`config.mk`:
```
export PLATFORM = sky130hd
export DESIGN_NAME = aes_key_streamer
export DESIGN_NICKNAME = d
export VERILOG_FILES = /design/src/rtl/aes_key_streamer.sv
export SDC_FILE = /design/constraint.sdc
export NUM_CORES = 1
export LEC_CHECK = 0
export BUFFER_PORTS_ARGS = -buffer_cell sky130_fd_sc_hd__buf_2
export CAP_MARGIN = 20
export CORE_MARGIN = 10
export CORE_UTILIZATION = 36
export DETAILED_ROUTE_END_ITERATION = 16
export GPL_TIMING_DRIVEN = 0
export HOLD_SLACK_MARGIN = 0.15
export SYNTH_ARGS = -nofsm -noshare
export SYNTH_HDL_FRONTEND = slang
export SYNTH_SLANG_ARGS = --single-unit
```
`constraint.sdc`:
```
create_clock -name clk_i -period 4.05 [get_ports clk_i]
set_clock_uncertainty 0.2 [all_clocks]
set_input_delay 0.6075 -clock clk_i [delete_from_list [all_inputs] [get_ports clk_i]]
set_output_delay 0.6075 -clock clk_i [all_outputs]
set_load 0.02 [all_outputs]
```
`src/rtl/aes_key_streamer.sv`:
```
// Loads a KEY_WORDS-word AES key from an upstream stream and replays it
// block_count times into the AES engine key port, optionally reusing the stored key.
module aes_key_streamer #(
  parameter int DATA_WIDTH = 32,
  parameter int KEY_WORDS  = 4,
  parameter int CNT_WIDTH  = 16
) (
  input  logic                  clk_i,
  input  logic                  rst_i,
  input  logic                  clear_i,
  input  logic                  start_i,
  input  logic                  reuse_key_i,
  input  logic [CNT_WIDTH-1:0]  block_count_i,
  input  logic                  key_in_valid_i,
  output logic                  key_in_ready_o,
  input  logic [DATA_WIDTH-1:0] key_in_data_i,
  output logic                  key_out_valid_o,
  input  logic                  key_out_ready_i,
  output logic [DATA_WIDTH-1:0] key_out_data_o,
  output logic                  busy_o,
  output logic                  done_o,
  output logic                  key_loaded_o,
  output logic [1:0]            state_dbg_o
);

  // Handshake: a word moves on a rising edge where valid and ready are both high;
  // valid never depends on ready, and a stalled word holds until accepted.

  localparam int IDX_W = (KEY_WORDS > 1) ? $clog2(KEY_WORDS) : 1;
  localparam logic [IDX_W-1:0] LAST_IDX = IDX_W'(KEY_WORDS - 1);

  typedef enum logic [1:0] {
    S_IDLE   = 2'd0,
    S_LOAD   = 2'd1,
    S_STREAM = 2'd2,
    S_DONE   = 2'd3
  } state_t;

  state_t                                 state_q, state_d;
  logic [IDX_W-1:0]                       wr_idx_q, wr_idx_d;
  logic [IDX_W-1:0]                       rd_idx_q, rd_idx_d;
  logic [CNT_WIDTH-1:0]                   remaining_q, remaining_d;
  logic                                   key_loaded_q, key_loaded_d;
  logic [KEY_WORDS-1:0][DATA_WIDTH-1:0]   key_reg_q, key_reg_d;

  always_ff @(posedge clk_i) begin
    if (rst_i) begin
      state_q      <= S_IDLE;
      wr_idx_q     <= '0;
      rd_idx_q     <= '0;
      remaining_q  <= '0;
      key_loaded_q <= 1'b0;
      key_reg_q    <= '0;
    end else begin
      state_q      <= state_d;
      wr_idx_q     <= wr_idx_d;
      rd_idx_q     <= rd_idx_d;
      remaining_q  <= remaining_d;
      key_loaded_q <= key_loaded_d;
      key_reg_q    <= key_reg_d;
    end
  end

  always_comb begin
    state_d      = state_q;
    wr_idx_d     = wr_idx_q;
    rd_idx_d     = rd_idx_q;
    remaining_d  = remaining_q;
    key_loaded_d = key_loaded_q;
    key_reg_d    = key_reg_q;

    case (state_q)
      S_IDLE: begin
        if (start_i) begin
          remaining_d = block_count_i;
          wr_idx_d    = '0;
          rd_idx_d    = '0;
          if (block_count_i == '0)
            state_d = S_DONE;
          else if (reuse_key_i && key_loaded_q)
            state_d = S_STREAM;
          else
            state_d = S_LOAD;
        end
      end
      S_LOAD: begin
        if (key_in_valid_i) begin
          key_reg_d[wr_idx_q] = key_in_data_i;
          if (wr_idx_q == LAST_IDX) begin
            wr_idx_d     = '0;
            key_loaded_d = 1'b1;
            state_d      = S_STREAM;
          end else begin
            wr_idx_d = wr_idx_q + 1'b1;
          end
        end
      end
      S_STREAM: begin
        if (key_out_ready_i) begin
          if (rd_idx_q == LAST_IDX) begin
            rd_idx_d    = '0;
            remaining_d = remaining_q - 1'b1;
            if (remaining_q == CNT_WIDTH'(1))
              state_d = S_DONE;
          end else begin
            rd_idx_d = rd_idx_q + 1'b1;
          end
        end
      end
      S_DONE:  state_d = S_IDLE;
      default: state_d = S_IDLE;
    endcase

    // Soft clear overrides any start or handshake seen in the same cycle.
    if (clear_i) begin
      state_d      = S_IDLE;
      wr_idx_d     = '0;
      rd_idx_d     = '0;
      remaining_d  = '0;
      key_loaded_d = 1'b0;
      key_reg_d    = '0;
    end
  end

  assign key_in_ready_o  = (state_q == S_LOAD);
  assign key_out_valid_o = (state_q == S_STREAM);
  assign key_out_data_o  = (state_q == S_STREAM) ? key_reg_q[rd_idx_q] : '0;
  assign busy_o          = (state_q == S_LOAD) || (state_q == S_STREAM);
  assign done_o          = (state_q == S_DONE);
  assign key_loaded_o    = key_loaded_q;
  assign state_dbg_o     = state_q;

endmodule

```
### Word level (Yosys, flattened, before mapping)

Cells that the tools add are included.

| word-level totals | value |
|---|---|
| logic and storage cells | 67 |
| register bits | 151 |

| operators by class | value |
|---|---|
| reductions and logical operators | 14 |
| muxes and demuxes | 26 |
| equality and inequality tests | 12 |
| $add $sub $neg | 3 |
| $lt $le $gt $ge | 3 |

Operators with widths:

| cell | count |
|---|---|
| bitwise mux 128 bit | 1 |
| 2-to-1 mux 32 bit | 3 |
| binary-select mux 32 bit (select 2 bit) | 1 |
| demux 32 bit (select 2 bit) | 1 |
| 2-to-1 mux 16 bit | 3 |
| case mux 16 bit (2 select lines) | 1 |
| 2-to-1 mux 2 bit | 13 |
| equality test 16 x 1 -> 1 bit, second input constant | 1 |
| zero test 16 bit | 1 |
| subtractor 16 x 1 -> 16 bit, second input constant | 1 |
| AND reduction 3 bit | 3 |
| equality test 2 bit, second input constant | 4 |
| inequality test 2 x 1 -> 1 bit, second input constant | 4 |
| case mux 2 bit (2 select lines) | 2 |
| case mux 2 bit (4 select lines) | 1 |
| < comparator 2 x 3 -> 1 bit, second input constant | 2 |
| AND reduction 6 bit | 1 |
| adder 2 x 1 -> 2 bit, second input constant | 2 |
| inequality test 2 bit, second input constant | 2 |
| AND reduction 4 bit | 1 |
| nonzero test 2 bit | 2 |
| equality test 2 x 1 -> 1 bit, second input constant | 1 |
| >= comparator 2 x 1 -> 1 bit, second input constant | 1 |
| logical AND 1 bit | 2 |
| 4 further kinds | 4 |

### Depth between registers and ports, before layout

Gate-level depths: netlist of the first run.

| logic depth | value |
|---|---|
| depth in word-level cells | 5 |
| mapped depth | 8 |

### Least setup slack after synthesis of the first run

OpenSTA, ideal clock, no wires.

| timing | value |
|---|---|
| path type | flip-flop to output port |
| from | register state_q[0] (netlist: state_dbg_o[0]) |
| to | output key_out_data_o[17] |
| cell stages (with the launch flop) | 7 |
| arrival | 1942 ps |
| slack | 1300 ps |
| required time | 3242 ps |
| path through | dfxtp_1 -> inv_1 -> ha_1 -> clkbuf_1 -> clkbuf_1 -> clkbuf_1 -> and2_1 |

| on the way | value |
|---|---|
| word-level cells in the longest chain between the ends | 2 |

RTL lines:

| item | RTL line | text |
|---|---|---|
| start, declared | 39 | `state_t state_q, state_d;` |
| start signal, assigned | 55 | `state_q <= state_d;` |
| equality test 2 bit | -- |  |
| via key_out_valid_o | 17 | `output logic key_out_valid_o,` |
| 2-to-1 mux 32 bit | 127 | `assign key_out_data_o = (state_q == S_STREAM) ? key_reg_q[rd_idx_q] : '0;` |
| end, declared | 19 | `output logic [DATA_WIDTH-1:0] key_out_data_o,` |

The timed path passes the listed nets, and every way through them passes these cells.

### Worst setup path after layout of the first run

| timing | value |
|---|---|
| from | register state_q[0] (netlist: state_dbg_o[0]) |
| to | output key_out_data_o[0] |

| on the way | value |
|---|---|
| word-level cells in the longest chain between the ends | 2 |

RTL lines:

| item | RTL line |
|---|---|
| equality test 2 bit | 127 |
| 2-to-1 mux 32 bit | 127 |

No other way between the ends.

==> run metrics, run 1 <==
met1 WL=10200 µm; DR iter-0 viols=399; overall routing resource usage=17.1%; classification of the worst-slack hold path=in -> reg; most frequent cells in the layout=nand2_1 (273), dfxtp_1 (151), a21oi_1 (144), buf_2 (97), clkbuf_1 (60); die area=25400 µm²; CTS sink count=151; most common flop cell mapped by yosys=dfxtp_1; Ys Warns=0; Peak Freq=265 MHz; Total Power=3220 µW; highest metal used=met4; Remaining DRCs=0; Yosys cell types=54; Worst Setup Start Kind=flip-flop; leakage power=0.00284 µW; Slew headroom=47.3%; CORE AREA=18900 µm²; Synth async-reset ratio=0%; most common cell after layout, fill and taps aside=nand2_1; DR WL/cell=18.0 µm; Routed Antenna Nets=0; number of synthesized register bits=151; grt total ovfl=0; first-pass GRT wire length=34900 µm; outcome=complete, no violations; PostCTS Resize Cnt=0; met3 wire len=1390 µm; # rows=50; CP max FO=10; Initial DRT Pass Iterations=5; H-tree depth=4; final WL=22200 µm; Die Y=159 µm; pwr dens=387 nW/µm²; clk_lat worst skew=0.43 ns; kind of critical path=reg -> out; TritonCTS clock tree=yes; final hold viol count=0; largest net degree at the start of global routing=17; Post-Syn Instances=849; via count=6518; number of max-cap violations=0; TritonCTS buffer count=17; Tcrit/Tclk final=93.3%; vias in the first global route=6298; Fill cells=1948; clock tree buffer depth=2; post-DR vias/cell=5.28; setup tns final=0 ns; Final Critical Period=3.78 ns; Worst-path clk slew=0.07 ns; Post-layout nets=1028; Avg Cell Area, Syn=8.24 µm²; syn nets=916; max-slew violation count=0; final core occ=44.1%; Worst Path Required=3.24 ns; Setup Buffers After CTS=0; share of layout cells above drive strength 1=17.5%; Least-Margin Pin Slew=0.790 ns; hold buffers post-CTS=0; initial antenna violation count=1; RSZ-0062 raised after global routing=no; Worst EP arrival=2.97 ns; CP Capture Type=primary output; share of the yosys chip area belonging to registers=43.2%; Final HPWL DP=15500 µm; IO Count=94; root buf cell=clkbuf_16; Die W=159 µm; synth-to-layout area growth=19.0%; Post-synth EDFFs=0; GPL Wtd Cong=0.815; Worst IR Drop VDD=268 µV; Starting Density=37.0%; synthesized area=7000 µm²; port bufs=93; final setup fails=0; met2 WL=10300 µm
==> critical path, cell delays in order (launching register included) <==
cell      delay, ns
dfxtp_1        0.35
inv_1          0.12
ha_1           0.23
clkbuf_1       0.44
clkbuf_1       0.47
clkbuf_1       0.48
and2_1         0.26
buf_2          0.18
==> through the flow <==
stage          instance area (µm²)  worst slack (ns)  hold WS (ns)  std cells
6_report                      8330             0.272         0.248       1235
5_1_grt                       8330            0.0118         0.246       1235
4_1_cts                       8320             0.209         0.233       1234
3_5_place_dp                  7790             0.690         0.244       1202
3_3_place_gp                  7790             0.686         0.239       1202
2_1_floorplan                 7000              1.30         0.233        849
==> cells in the mapped netlist, drive strengths merged (3+ instances only) <==
library cell  number  area [µm²]
nor3               5        25.0
a21oi            144         721
clkbuf            59         221
nor4               4        31.3
o2bb2ai            3        26.3
nor2b              4        25.0
nand3              7        40.0
ha                12         150
a211oi             4        30.0
or3                3        18.8
and2              33         206
buf                8        35.0
nor2              18        67.6
and3               5        31.3
or2                5        31.3
o31ai              6        50.1
nand2            273        1020
o21ai             13        65.1
o22ai              4        25.0
or4                7        56.3
mux4              32         721
nor4b              3        26.3
inv               11        41.3
dfxtp            151        3020
a31oi              4        25.0
nand3b             3        22.5
==> worst paths after layout <==
kind	end	from	cells after the start	slack, ns
setup reg to reg	remaining_q[0]$_SDFFE_PP0P_	state_dbg_o[1]$_SDFFE_PP0P_	8	1.36
hold / removal	key_reg_q[101]$_SDFFE_PP0P_	key_in_data_i[5]	3	0.25
setup / recovery	key_out_data_o[0]	state_dbg_o[0]$_SDFFE_PP0P_	7	0.27
hold reg to reg	key_reg_q[110]$_SDFFE_PP0P_	key_reg_q[110]$_SDFFE_PP0P_	2	0.25
==> power by group <==
group          internal, µW  switching [µW]  total, µW
logic                  86.8             176        263
registers              1500            13.4       1510
clock network           810             634       1440
==> per-layer routing <==
layer / track usage (%) / vias up
met5: 0 / -
met4: 4.84 / 0
met3: 3.80 / 18
met2: 27.4 / 225
met1: 22.7 / 3141
li1: - / 3134
==> flip-flops by register name, summed over array words and instances (netlist names) <==
name,cells
key_reg_q,128
key_loaded_o,1
wr_idx_q,2
state_dbg_o,2
remaining_q,16
rd_idx_q,2
==> kinds of logic after synthesis <==
group | share of synthesized area (%)
AOI/OAI and AO/OA | 16.0
xor gates and xnor gates | 0.125
adders and majority gates | 2.15
buffers and inverters | 4.26
DFF | 43.2
muxes | 10.6
and+or+nand+nor | 23.7
==> cell type report <==
type / instances / area [µm²] / share of cell area, %
Inverter: 11 / 41.3 / 0.496
Antenna cell: 1 / 2.50 / 0.0301
Clock buffer: 20 / 457 / 5.49
Multi-Input combinational cell: 620 / 3670 / 44.1
Clock inverter: 12 / 80.1 / 0.962
Timing Repair Buffer: 93 / 465 / 5.59
Tap cell: 260 / 325 / 3.91
Sequential cell: 151 / 3020 / 36.3
Buffer: 67 / 256 / 3.08
No activity file was read; power rests on OpenSTA's default activity.
==> run 2: changes to the inputs <==
CORE_MARGIN = 2   (was 10)
==> run 2 against run 1 <==
Net effect: design area is 1.1% higher; non-clock buffer count stayed put; die area is 19% lower; flip-flop and latch count stayed put; critical endpoint is now key_out_data_o[10]; first-iteration DRC count is 15% higher; wire length is 4.0% lower; register-to-register slack better by 0.02 ns; sequential power hardly changed; highest routed layer is now met5; critical path depth stayed put; clock-buffer cell count is 2 lower; total power is 8.3% higher; cell count hardly changed.
==> run metrics, run 2 (same netlist as run 1, synthesis figures left out) <==
CP max FO=10 (unchanged); post-route cell area=8420 µm² (+1.1%); outcome=complete, no violations; setup tns final=0 ns (unchanged); cell family with most CP delay=buffers and inverters; most frequent CP cell=clkbuf_1; first-pass GRT wire length=33400 µm (-4.3%); Setup Buffers After CTS=0 (unchanged); port bufs=93 (unchanged); Worst Setup Start Kind=flip-flop; clk_lat worst skew=0.44 ns (about the same); Initial DRT Pass Iterations=5 (unchanged); clock power share=49.2% (+4.3 points); most frequent cells in the layout=nand2_1 (273), dfxtp_1 (151), a21oi_1 (144), buf_2 (97), clkbuf_1 (58); CP Cell Sequence=inv_1 -> ha_1 -> clkbuf_1 -> clkbuf_1 -> clkbuf_1 -> and2_1 -> buf_2; overall routing resource usage=21.4% (+4.3 points); Slew headroom=50.1% (+2.8 points); Final Critical Period=3.85 ns (+0.0753 ns); root buf cell=clkbuf_16; largest net degree at the start of global routing=17 (unchanged); Remaining DRCs=0 (unchanged); DR WL/cell=17.3 µm (-3.9%); PostCTS Resize Cnt=0 (unchanged); final setup fails=0 (unchanged); Post-layout nets=1028 (unchanged); number of max-cap violations=0 (unchanged); Reg power frac=43.3% (-3.7 points); Least-Margin Pin Slew=0.748 ns (-0.0421 ns); TritonCTS buffer count=17 (unchanged); final hold viol count=0 (unchanged); Final HPWL DP=14700 µm (-5.6%); Die Y=143 µm (-10%); Sw Share=24.8% (-0.80 points); max reg flops=128 (unchanged); Comb power frac=7.5% (-0.7 points); Worst IR Drop VDD=347 µV (+29%); CP max stage delay=0.50 ns (+0.02 ns); worst slack, placed=0.592 ns (-0.0981 ns); Placed Area=7790 µm² (unchanged); GPL Wtd Cong=0.843 (+3.5%); Psw=865 µW (+4.9%); most common cell after layout, fill and taps aside=nand2_1; pwr dens=414 nW/µm² (+7.1%); Critical Path Slowest Stage Cell=clkbuf_1; setup ws final=0.197 ns (-0.0753 ns); CORE AREA=18900 µm² (unchanged); Tcrit/Tclk final=95.1% (+1.9 points); Worst-path clk slew=0.07 ns (about the same); TritonCTS clock tree=yes; CP Capture Type=primary output; synth-to-layout area growth=20.3%; kind of critical path=reg -> out; Worst EP arrival=3.05 ns (+0.08 ns); Internal=2620 µW (+9.5%); die area=20600 µm² (-19%); Largest Register=key_reg_q; largest registers=key_reg_q: 128 flops, remaining_q: 16 flops; Worst Path Required=3.24 ns (about the same); IO Count=94 (unchanged); Routed Antenna Nets=0 (unchanged); Fill cells=1910 (-2.0%); leakage power=0.00289 µW (+1.5%); CTS sink count=151 (unchanged); Starting Density=37.0% (unchanged); via count=6405 (-1.7%); final WL=21300 µm (-4.0%); vias in the first global route=5959 (-5.4%); max-slew violation count=0 (unchanged); classification of the worst-slack hold path=in -> reg; Peak Freq=260 MHz (-2.0%); CP Buf/Inv Count=5 (unchanged); antenna cells=0 (-1); share of layout cells above drive strength 1=17.7% (+0.21 points); post-DR vias/cell=5.19 (-1.7%); Die W=143 µm (-10%); RSZ-0062 raised after global routing=no; DR iter-0 viols=458 (+15%); H-tree depth=4 (unchanged); # rows=50 (unchanged); hold buffers post-CTS=0 (unchanged); clock tree buffer depth=2 (unchanged); grt total ovfl=0 (unchanged); initial antenna violation count=1 (unchanged)
-- run 2: cell count changes in the layout (fill, tap and decap cells not counted), sizes merged --
cell    delta
clkbuf     -2
bufinv     +4
inv        +4
diode      -1
clkinv     -6
-- run 2: stage by stage --
stage                     hold WS, ns  instances  total power (µW)  util (%)
after floorplan                 0.233        849              1690         -
after global placement          0.240       1202              1800      41.2
after detailed placement        0.246       1202              1800      41.2
after CTS                       0.224       1234              3500      44.5
after global routing            0.235       1234              3600      44.5
final                           0.239       1234              3490      44.5
-- run 2: worst register-to-register path, cell delays in order (launching register included) --
cell      delay (ns)
dfxtp_1         0.35
inv_1           0.13
ha_1            0.29
clkbuf_1        0.34
and3_1          0.22
clkbuf_1        0.26
clkbuf_1        0.55
nand2_1         0.12
a21oi_1         0.15
-- run 2: power by group through the flow --
| stage | Sequential, µW | Clock, µW | Combinational (µW) |
|---|---|---|---|
| global route | 1510 | 1800 | 288 |
| global placement | 1540 | 0 | 259 |
| finish | 1510 | 1710 | 261 |
| CTS | 1510 | 1730 | 260 |
| floorplan | 1540 | 0 | 150 |
| detailed placement | 1540 | 0 | 258 |
-- run 2: cell type report --
class | count | area [µm²] | area share, %
flip-flops and latches | 151 | 3020 | 35.9
plain buffers | 67 | 259 | 3.08
clock buffers | 18 | 429 | 5.10
inverters | 11 | 41.3 | 0.491
well taps | 260 | 325 | 3.87
clock inverters | 14 | 198 | 2.35
multi-input cells | 620 | 3670 | 43.7
repair buffers | 93 | 465 | 5.53
-- run 2: worst paths after layout --
check	start	endpoint	slack (ns)	cells past startpoint
worst min register to register	key_reg_q[100]$_SDFFE_PP0P_	key_reg_q[100]$_SDFFE_PP0P_	0.25	2
worst min-delay path	key_in_data_i[17]	key_reg_q[113]$_SDFFE_PP0P_	0.24	3
worst max-delay path	state_dbg_o[0]$_SDFFE_PP0P_	key_out_data_o[10]	0.20	7
worst max register to register	state_dbg_o[1]$_SDFFE_PP0P_	key_reg_q[81]$_SDFFE_PP0P_	1.38	8
-- run 2: layer usage --
metal	track usage (%)	part of all wire [%]	vias up
met5	0	0.061	-
met4	5.93	1.4	2
met3	4.87	6.8	30
met2	32.9	46	199
met1	30.3	46	3034
li1	-	-	3140
